<file path="src/rtl/imm_encoder_pkg.sv">
// rtl/imm_encoder_pkg.sv - shared RV32I immediate format enum, NOP and opcode constants
package imm_encoder_pkg;

  // Instruction format selector shared by the encoder and the decoder
  typedef enum logic [2:0] {
    FMT_I  = 3'd0,
    FMT_U  = 3'd1,
    FMT_S  = 3'd2,
    FMT_R  = 3'd3,
    FMT_SB = 3'd4,
    FMT_UJ = 3'd5
  } imm_fmt_e;

  // addi x0, x0, 0 : emitted whenever the request cannot be encoded
  localparam logic [31:0] NOP_INSTR = 32'h0000_0013;

  // Base opcodes
  localparam logic [6:0] OP_LOAD   = 7'h03;
  localparam logic [6:0] OP_IMM    = 7'h13;
  localparam logic [6:0] OP_AUIPC  = 7'h17;
  localparam logic [6:0] OP_STORE  = 7'h23;
  localparam logic [6:0] OP_REG    = 7'h33;
  localparam logic [6:0] OP_LUI    = 7'h37;
  localparam logic [6:0] OP_BRANCH = 7'h63;
  localparam logic [6:0] OP_JALR   = 7'h67;
  localparam logic [6:0] OP_JAL    = 7'h6F;

endpackage

</file>
<file path="src/rtl/imm_range_check.sv">
// rtl/imm_range_check.sv - flags immediates the selected format cannot represent
module imm_range_check
  import imm_encoder_pkg::*;
(
  input  logic [2:0]  i_fmt,
  input  logic [31:0] i_imm,
  output logic        o_err
);

  logic w_sext11;
  logic w_sext12;
  logic w_sext20;

  // A field is representable when all bits above its sign bit copy the sign bit
  assign w_sext11 = (&i_imm[31:11]) || !(|i_imm[31:11]);
  assign w_sext12 = (&i_imm[31:12]) || !(|i_imm[31:12]);
  assign w_sext20 = (&i_imm[31:20]) || !(|i_imm[31:20]);

  // Per-format range rule; unknown formats always fail
  always_comb begin
    o_err = 1'b1;
    case (imm_fmt_e'(i_fmt))
      FMT_I, FMT_S: o_err = !w_sext11;
      FMT_SB:       o_err = !w_sext12 || i_imm[0];
      FMT_UJ:       o_err = !w_sext20 || i_imm[0];
      FMT_U:        o_err = |i_imm[11:0];
      FMT_R:        o_err = 1'b0;
      default:      o_err = 1'b1;
    endcase
  end

endmodule

</file>
<file path="src/rtl/imm_encoder.sv">
// rtl/imm_encoder.sv - two-stage valid/ready RV32I instruction word encoder
module imm_encoder
  import imm_encoder_pkg::*;
#(
  parameter int CNT_W = 16
) (
  input  logic             clk,
  input  logic             rst,
  input  logic             in_valid,
  output logic             in_ready,
  input  logic [2:0]       in_fmt,
  input  logic [6:0]       in_opcode,
  input  logic [4:0]       in_rd,
  input  logic [4:0]       in_rs1,
  input  logic [4:0]       in_rs2,
  input  logic [2:0]       in_funct3,
  input  logic [6:0]       in_funct7,
  input  logic [31:0]      in_imm,
  output logic             out_valid,
  input  logic             out_ready,
  output logic [31:0]      out_instr,
  output logic             out_err,
  output logic [CNT_W-1:0] enc_count,
  output logic [CNT_W-1:0] err_count
);

  localparam logic [CNT_W-1:0] CNT_MAX = '1;

  // Stage 1 holding registers
  logic        r_s1_valid;
  logic        r_s1_err;
  logic [2:0]  r_s1_fmt;
  logic [6:0]  r_s1_op;
  logic [4:0]  r_s1_rd;
  logic [4:0]  r_s1_rs1;
  logic [4:0]  r_s1_rs2;
  logic [2:0]  r_s1_f3;
  logic [6:0]  r_s1_f7;
  logic [31:0] r_s1_imm;

  // Stage 2 / output registers
  logic             r_s2_valid;
  logic [31:0]      r_out_instr;
  logic             r_out_err;
  logic [CNT_W-1:0] r_enc_count;
  logic [CNT_W-1:0] r_err_count;

  logic        w_s2_load;
  logic        w_s1_load;
  logic        w_fire;
  logic        w_range_err;
  logic [31:0] w_packed;

  // Stall propagates backwards combinationally; no skid buffer
  assign w_s2_load = !r_s2_valid || out_ready;
  assign w_s1_load = !r_s1_valid || w_s2_load;
  assign w_fire    = r_s2_valid && out_ready;

  assign in_ready  = w_s1_load;
  assign out_valid = r_s2_valid;
  assign out_instr = r_out_instr;
  assign out_err   = r_out_err;
  assign enc_count = r_enc_count;
  assign err_count = r_err_count;

  imm_range_check u_range_check (
    .i_fmt (in_fmt),
    .i_imm (in_imm),
    .o_err (w_range_err)
  );

  // Stage 1: capture the request and its range verdict
  always_ff @(posedge clk) begin
    if (rst) begin
      r_s1_valid <= 1'b0;
      r_s1_err   <= 1'b0;
      r_s1_fmt   <= 3'd0;
      r_s1_op    <= 7'd0;
      r_s1_rd    <= 5'd0;
      r_s1_rs1   <= 5'd0;
      r_s1_rs2   <= 5'd0;
      r_s1_f3    <= 3'd0;
      r_s1_f7    <= 7'd0;
      r_s1_imm   <= 32'd0;
    end else if (w_s1_load) begin
      r_s1_valid <= in_valid;
      if (in_valid) begin
        r_s1_err <= w_range_err;
        r_s1_fmt <= in_fmt;
        r_s1_op  <= in_opcode;
        r_s1_rd  <= in_rd;
        r_s1_rs1 <= in_rs1;
        r_s1_rs2 <= in_rs2;
        r_s1_f3  <= in_funct3;
        r_s1_f7  <= in_funct7;
        r_s1_imm <= in_imm;
      end
    end
  end

  // Scatter the immediate into the format's bit positions; errors become a NOP
  always_comb begin
    w_packed = NOP_INSTR;
    if (!r_s1_err) begin
      case (imm_fmt_e'(r_s1_fmt))
        FMT_I:  w_packed = {r_s1_imm[11:0], r_s1_rs1, r_s1_f3, r_s1_rd, r_s1_op};
        FMT_U:  w_packed = {r_s1_imm[31:12], r_s1_rd, r_s1_op};
        FMT_S:  w_packed = {r_s1_imm[11:5], r_s1_rs2, r_s1_rs1, r_s1_f3,
                            r_s1_imm[4:0], r_s1_op};
        FMT_R:  w_packed = {r_s1_f7, r_s1_rs2, r_s1_rs1, r_s1_f3, r_s1_rd, r_s1_op};
        FMT_SB: w_packed = {r_s1_imm[12], r_s1_imm[10:5], r_s1_rs2, r_s1_rs1, r_s1_f3,
                            r_s1_imm[4:1], r_s1_imm[11], r_s1_op};
        FMT_UJ: w_packed = {r_s1_imm[20], r_s1_imm[10:1], r_s1_imm[11],
                            r_s1_imm[19:12], r_s1_rd, r_s1_op};
        default: w_packed = NOP_INSTR;
      endcase
    end
  end

  // Stage 2: register the packed word and hold it while the consumer stalls
  always_ff @(posedge clk) begin
    if (rst) begin
      r_s2_valid  <= 1'b0;
      r_out_instr <= 32'd0;
      r_out_err   <= 1'b0;
    end else if (w_s2_load) begin
      r_s2_valid <= r_s1_valid;
      if (r_s1_valid) begin
        r_out_instr <= w_packed;
        r_out_err   <= r_s1_err;
      end
    end
  end

  // Saturating delivery counters
  always_ff @(posedge clk) begin
    if (rst) begin
      r_enc_count <= '0;
      r_err_count <= '0;
    end else if (w_fire) begin
      if (r_enc_count != CNT_MAX) r_enc_count <= r_enc_count + 1'b1;
      if (r_out_err && (r_err_count != CNT_MAX)) r_err_count <= r_err_count + 1'b1;
    end
  end

endmodule

</file>
<file path="config.mk">
export PLATFORM = sky130hd
export DESIGN_NAME = imm_encoder
export DESIGN_NICKNAME = d
export VERILOG_FILES = /design/src/rtl/imm_encoder_pkg.sv /design/src/rtl/imm_range_check.sv /design/src/rtl/imm_encoder.sv
export SDC_FILE = /design/constraint.sdc
export NUM_CORES = 1
export LEC_CHECK = 0
export BUFFER_PORTS_ARGS = -buffer_cell sky130_fd_sc_hd__buf_2
export CAP_MARGIN = 25
export CORE_MARGIN = 5
export CORE_UTILIZATION = 54
export CTS_CLUSTER_SIZE = 28
export DETAILED_ROUTE_END_ITERATION = 8
export GPL_ROUTABILITY_DRIVEN = 0
export PLACE_DENSITY = 0.8
export SLEW_MARGIN = 10
export SYNTH_ARGS = -nofsm -noshare
export SYNTH_HDL_FRONTEND = slang
export SYNTH_HIERARCHICAL = 1
export SYNTH_SLANG_ARGS = --single-unit
</file>
<file path="constraint.sdc">
create_clock -name clk -period 2 [get_ports clk]
set_input_delay 0.1 -clock clk [delete_from_list [all_inputs] [get_ports clk]]
set_output_delay 0.1 -clock clk [all_outputs]
set_load 0.03 [all_outputs]
</file>
==> out/metrics.csv <==
metric,value,unit
gr busiest metal,met2,
Worst VDD drop,0.536,mV
Critical Path Source Type,flop,
Synth Warn #,6,
max frequency,538,MHz
Sum Neg Setup Slack,0,ps
clk buf depth,2,
vias post-DR,6466,
Flop pwr share,0.433,
Crit Path Max Fanout,8,
CP Capture Type,flop,
H-tree depth,4,
DR iter-0 viols,828,
post-DP HPWL,11600,um
All-Layer GR Usage,0.285,
post-cts sizing count,0,
internal cell power,4.92,mW
TritonCTS buffer count,17,
dpl cells,979,
"antenna viol nets, final",0,
# IOs,138,
Net Switching,1.71,mW
Antenna Cells,0,
Most used DFF post-synth,dfxtp_1,
Worst-Skew Late Latency,530,ps
Worst Reg2Reg Path Length in Cells,4,
Congestion Overflow GR,0,
ratio of final minimum period to clock period,0.929,
Gate power share,0.110,
Clock transition at path regs,60,ps
cell taking the most area after synthesis,dfxtp_1,
critical path type,flop to flop,
Clock power frac,0.457,
r2r setup slk,140,ps
vias in the first global route,6325,
IO buf count,137,
Routed WL,18500,um
Crit path required time,2410,ps
Power Total,6.63,mW
ys async rst share,0,
Netlist Area Pre-Place,5990,um^2
"most common cell after layout, fill and taps aside",nand2_1,
largest net degree at the start of global routing,69,
Synth top area share,0.451,
worst min path class,input port to flop,
Hold Path Depth,4,
minimum clock period,1860,ps
PwrDens,824,nW/um^2
GRT met1 Usage,0.339,
Net Sw Frac,0.258,
Syn Area/Cell,8.12,um^2
worst hold endpoint,r_s1_rd[0],
min-delay src,in_rd[0],
Non-Filler Instances,1081,
Static Leak,3.24,nW
worst reg2reg startpoint,out_valid,
die height,115,um
Final setup viols,0,
Max-Cap Viols,0,
signal arrival time at the worst endpoint,2260,ps
Post-Route Skew,16.2,ps
status,finished clean,
Slew headroom,0.415,
"FF+latch count, synth",135,
CTS tree,built,
syn nets,811,
clk sink count,135,
CTS root buffer,clkbuf_8,
layout net count,1001,
Worst R2R End,err_count[9],
met3 GRT Util,0.0716,
vias per cell,5.98,
RSZ-0062 raised after global routing,false,
Cells after Synth,738,
number of detailed-route iterations in the first pass,6,
slew of the pin with the lowest slew margin,877,ps
"EDFF count, synth",0,
"leading cell types in the layout, fill and taps excluded","nand2_1 (154), buf_2 (136), dfxtp_1 (135), a21oi_1 (106), dlygate4sd3_1 (70)",
initial antenna violation count,0,
post-synth cell types,65,
total core area,10800,um^2
first-pass GRT wire length,30300,um
ratio of cells with drive above 1 in the final layout,0.217,
Fillers,795,
sequential element share of the synthesized area,0.451,
Area Overhead vs Synth,34.4,%
Final Hold Vio Count,0,
GR Util met2,0.481,
top post-synthesis cells by area,"dfxtp_1 (45%), nand2_1 (9.7%), a21oi_1 (8.9%)",
Post-route DRC,0,
die area,13300,um^2
Std-Cell Rows,38,
Final Max Tran Viols,0,
per-cell routed wire length,17.1,um
initial core utilization,0.553,
Die W,115,um
## cells in the mapped netlist (all sizes together) (3+ instances only)
cell and count:
a221oi 4, and3 5, or4 9, a31oi 5
and2 4, a211oi 8, nand3b 3, nor2 41
dfxtp 135, nor2b 10, nor3 16, nand3 13
a32oi 5, buf 23, mux2i 14, o22ai 3
inv 9, o2bb2ai 7, and4 3, or3 14
or2 3, nor4 11, clkbuf 27, nand2 156
a22oi 13, nand4 17, mux2 5, a21oi 107
o31ai 7, nand2b 3, o21ai 23, o221a 3
o22a 4, a22o 8, o41ai 3
## state kept, by name, summed over array words and instances, names as in the netlist
signal and cells:
r_s1_imm 32, enc_count 16, r_s1_rs2 5, r_s1_valid 1
r_s1_err 1, out_valid 1, r_s1_rd 5, r_s1_f3 3
out_err 1, err_count 16, r_s1_op 7, out_instr 32
r_s1_rs1 5, r_s1_f7 7, r_s1_fmt 3
## power by group through the flow
stage / clock network [mW] / registers, mW / logic (mW)
floorplan: 0 / 2.94 / 0.353
global placement: 0 / 2.92 / 0.579
detailed placement: 0 / 2.92 / 0.597
CTS: 3.06 / 2.86 / 0.706
global route: 3.21 / 2.88 / 0.794
finish: 3.03 / 2.87 / 0.729
## worst max-delay path by stage
stage,from,to,slack [ps],cells after the start
6_report,out_valid,err_count[9],140,4
5_1_grt,err_count[0],err_count[15],30,5
4_1_cts,out_valid,err_count[9],180,4
3_5_place_dp,err_count[5],err_count[12],190,4
3_3_place_gp,out_valid,err_count[9],270,4
2_1_floorplan,err_count[0],err_count[12],60,5
## kinds of logic after synthesis
kind of cell / Yosys count / share of synthesized area
mux: 20 / 0.0366
flops: 135 / 0.451
compound gates: 210 / 0.217
simple gates: 312 / 0.250
buf+inv: 59 / 0.0407
fa+ha+maj: 2 / 0.00418
## critical path, stage by stage, from the launching register on
cell	delay, ps
dfxtp_1	450
and3_1	340
nand2_2	120
or4b_1	500
mux2_1	330
## metal layers
layer / routed length (um) / vias to the layer above / share of wire
li1: - / 3039 / -
met4: 609 / 0 / 0.033
met2: 9050 / 327 / 0.49
met1: 7260 / 3039 / 0.39
met5: 0 / - / 0
met3: 1600 / 61 / 0.086
## through the flow
| stage | hold WS, ps | utilization | setup WS (ps) | instance area [um^2] |
|---|---|---|---|---|
| after CTS | 329 | 0.743 | 178 | 8050 |
| after global placement | 341 | 0.625 | 273 | 6770 |
| after detailed placement | 349 | 0.625 | 189 | 6770 |
| after global routing | 366 | 0.743 | 34.9 | 8050 |
| final | 365 | 0.743 | 142 | 8050 |
| after floorplan | 236 | - | 60.8 | 5990 |
## area by class of cell
type | count | area [um^2] | share of cell area
clock inverter | 14 | 149 | 0.0185
inverter | 9 | 33.8 | 0.00420
tap | 140 | 175 | 0.0218
multi-input combinational | 544 | 3060 | 0.380
sequential | 135 | 2700 | 0.336
timing repair buffer | 221 | 1510 | 0.187
clock buffer | 18 | 428 | 0.0531
## repair_timing
action | in CTS | in global routing
hold buffers | 70 | 0
endpoints found under the setup margin | 0 | 0
hold endpoints to repair | 88 | 0
setup buffers | 0 | 0
Power figures use the tool's default switching activity.
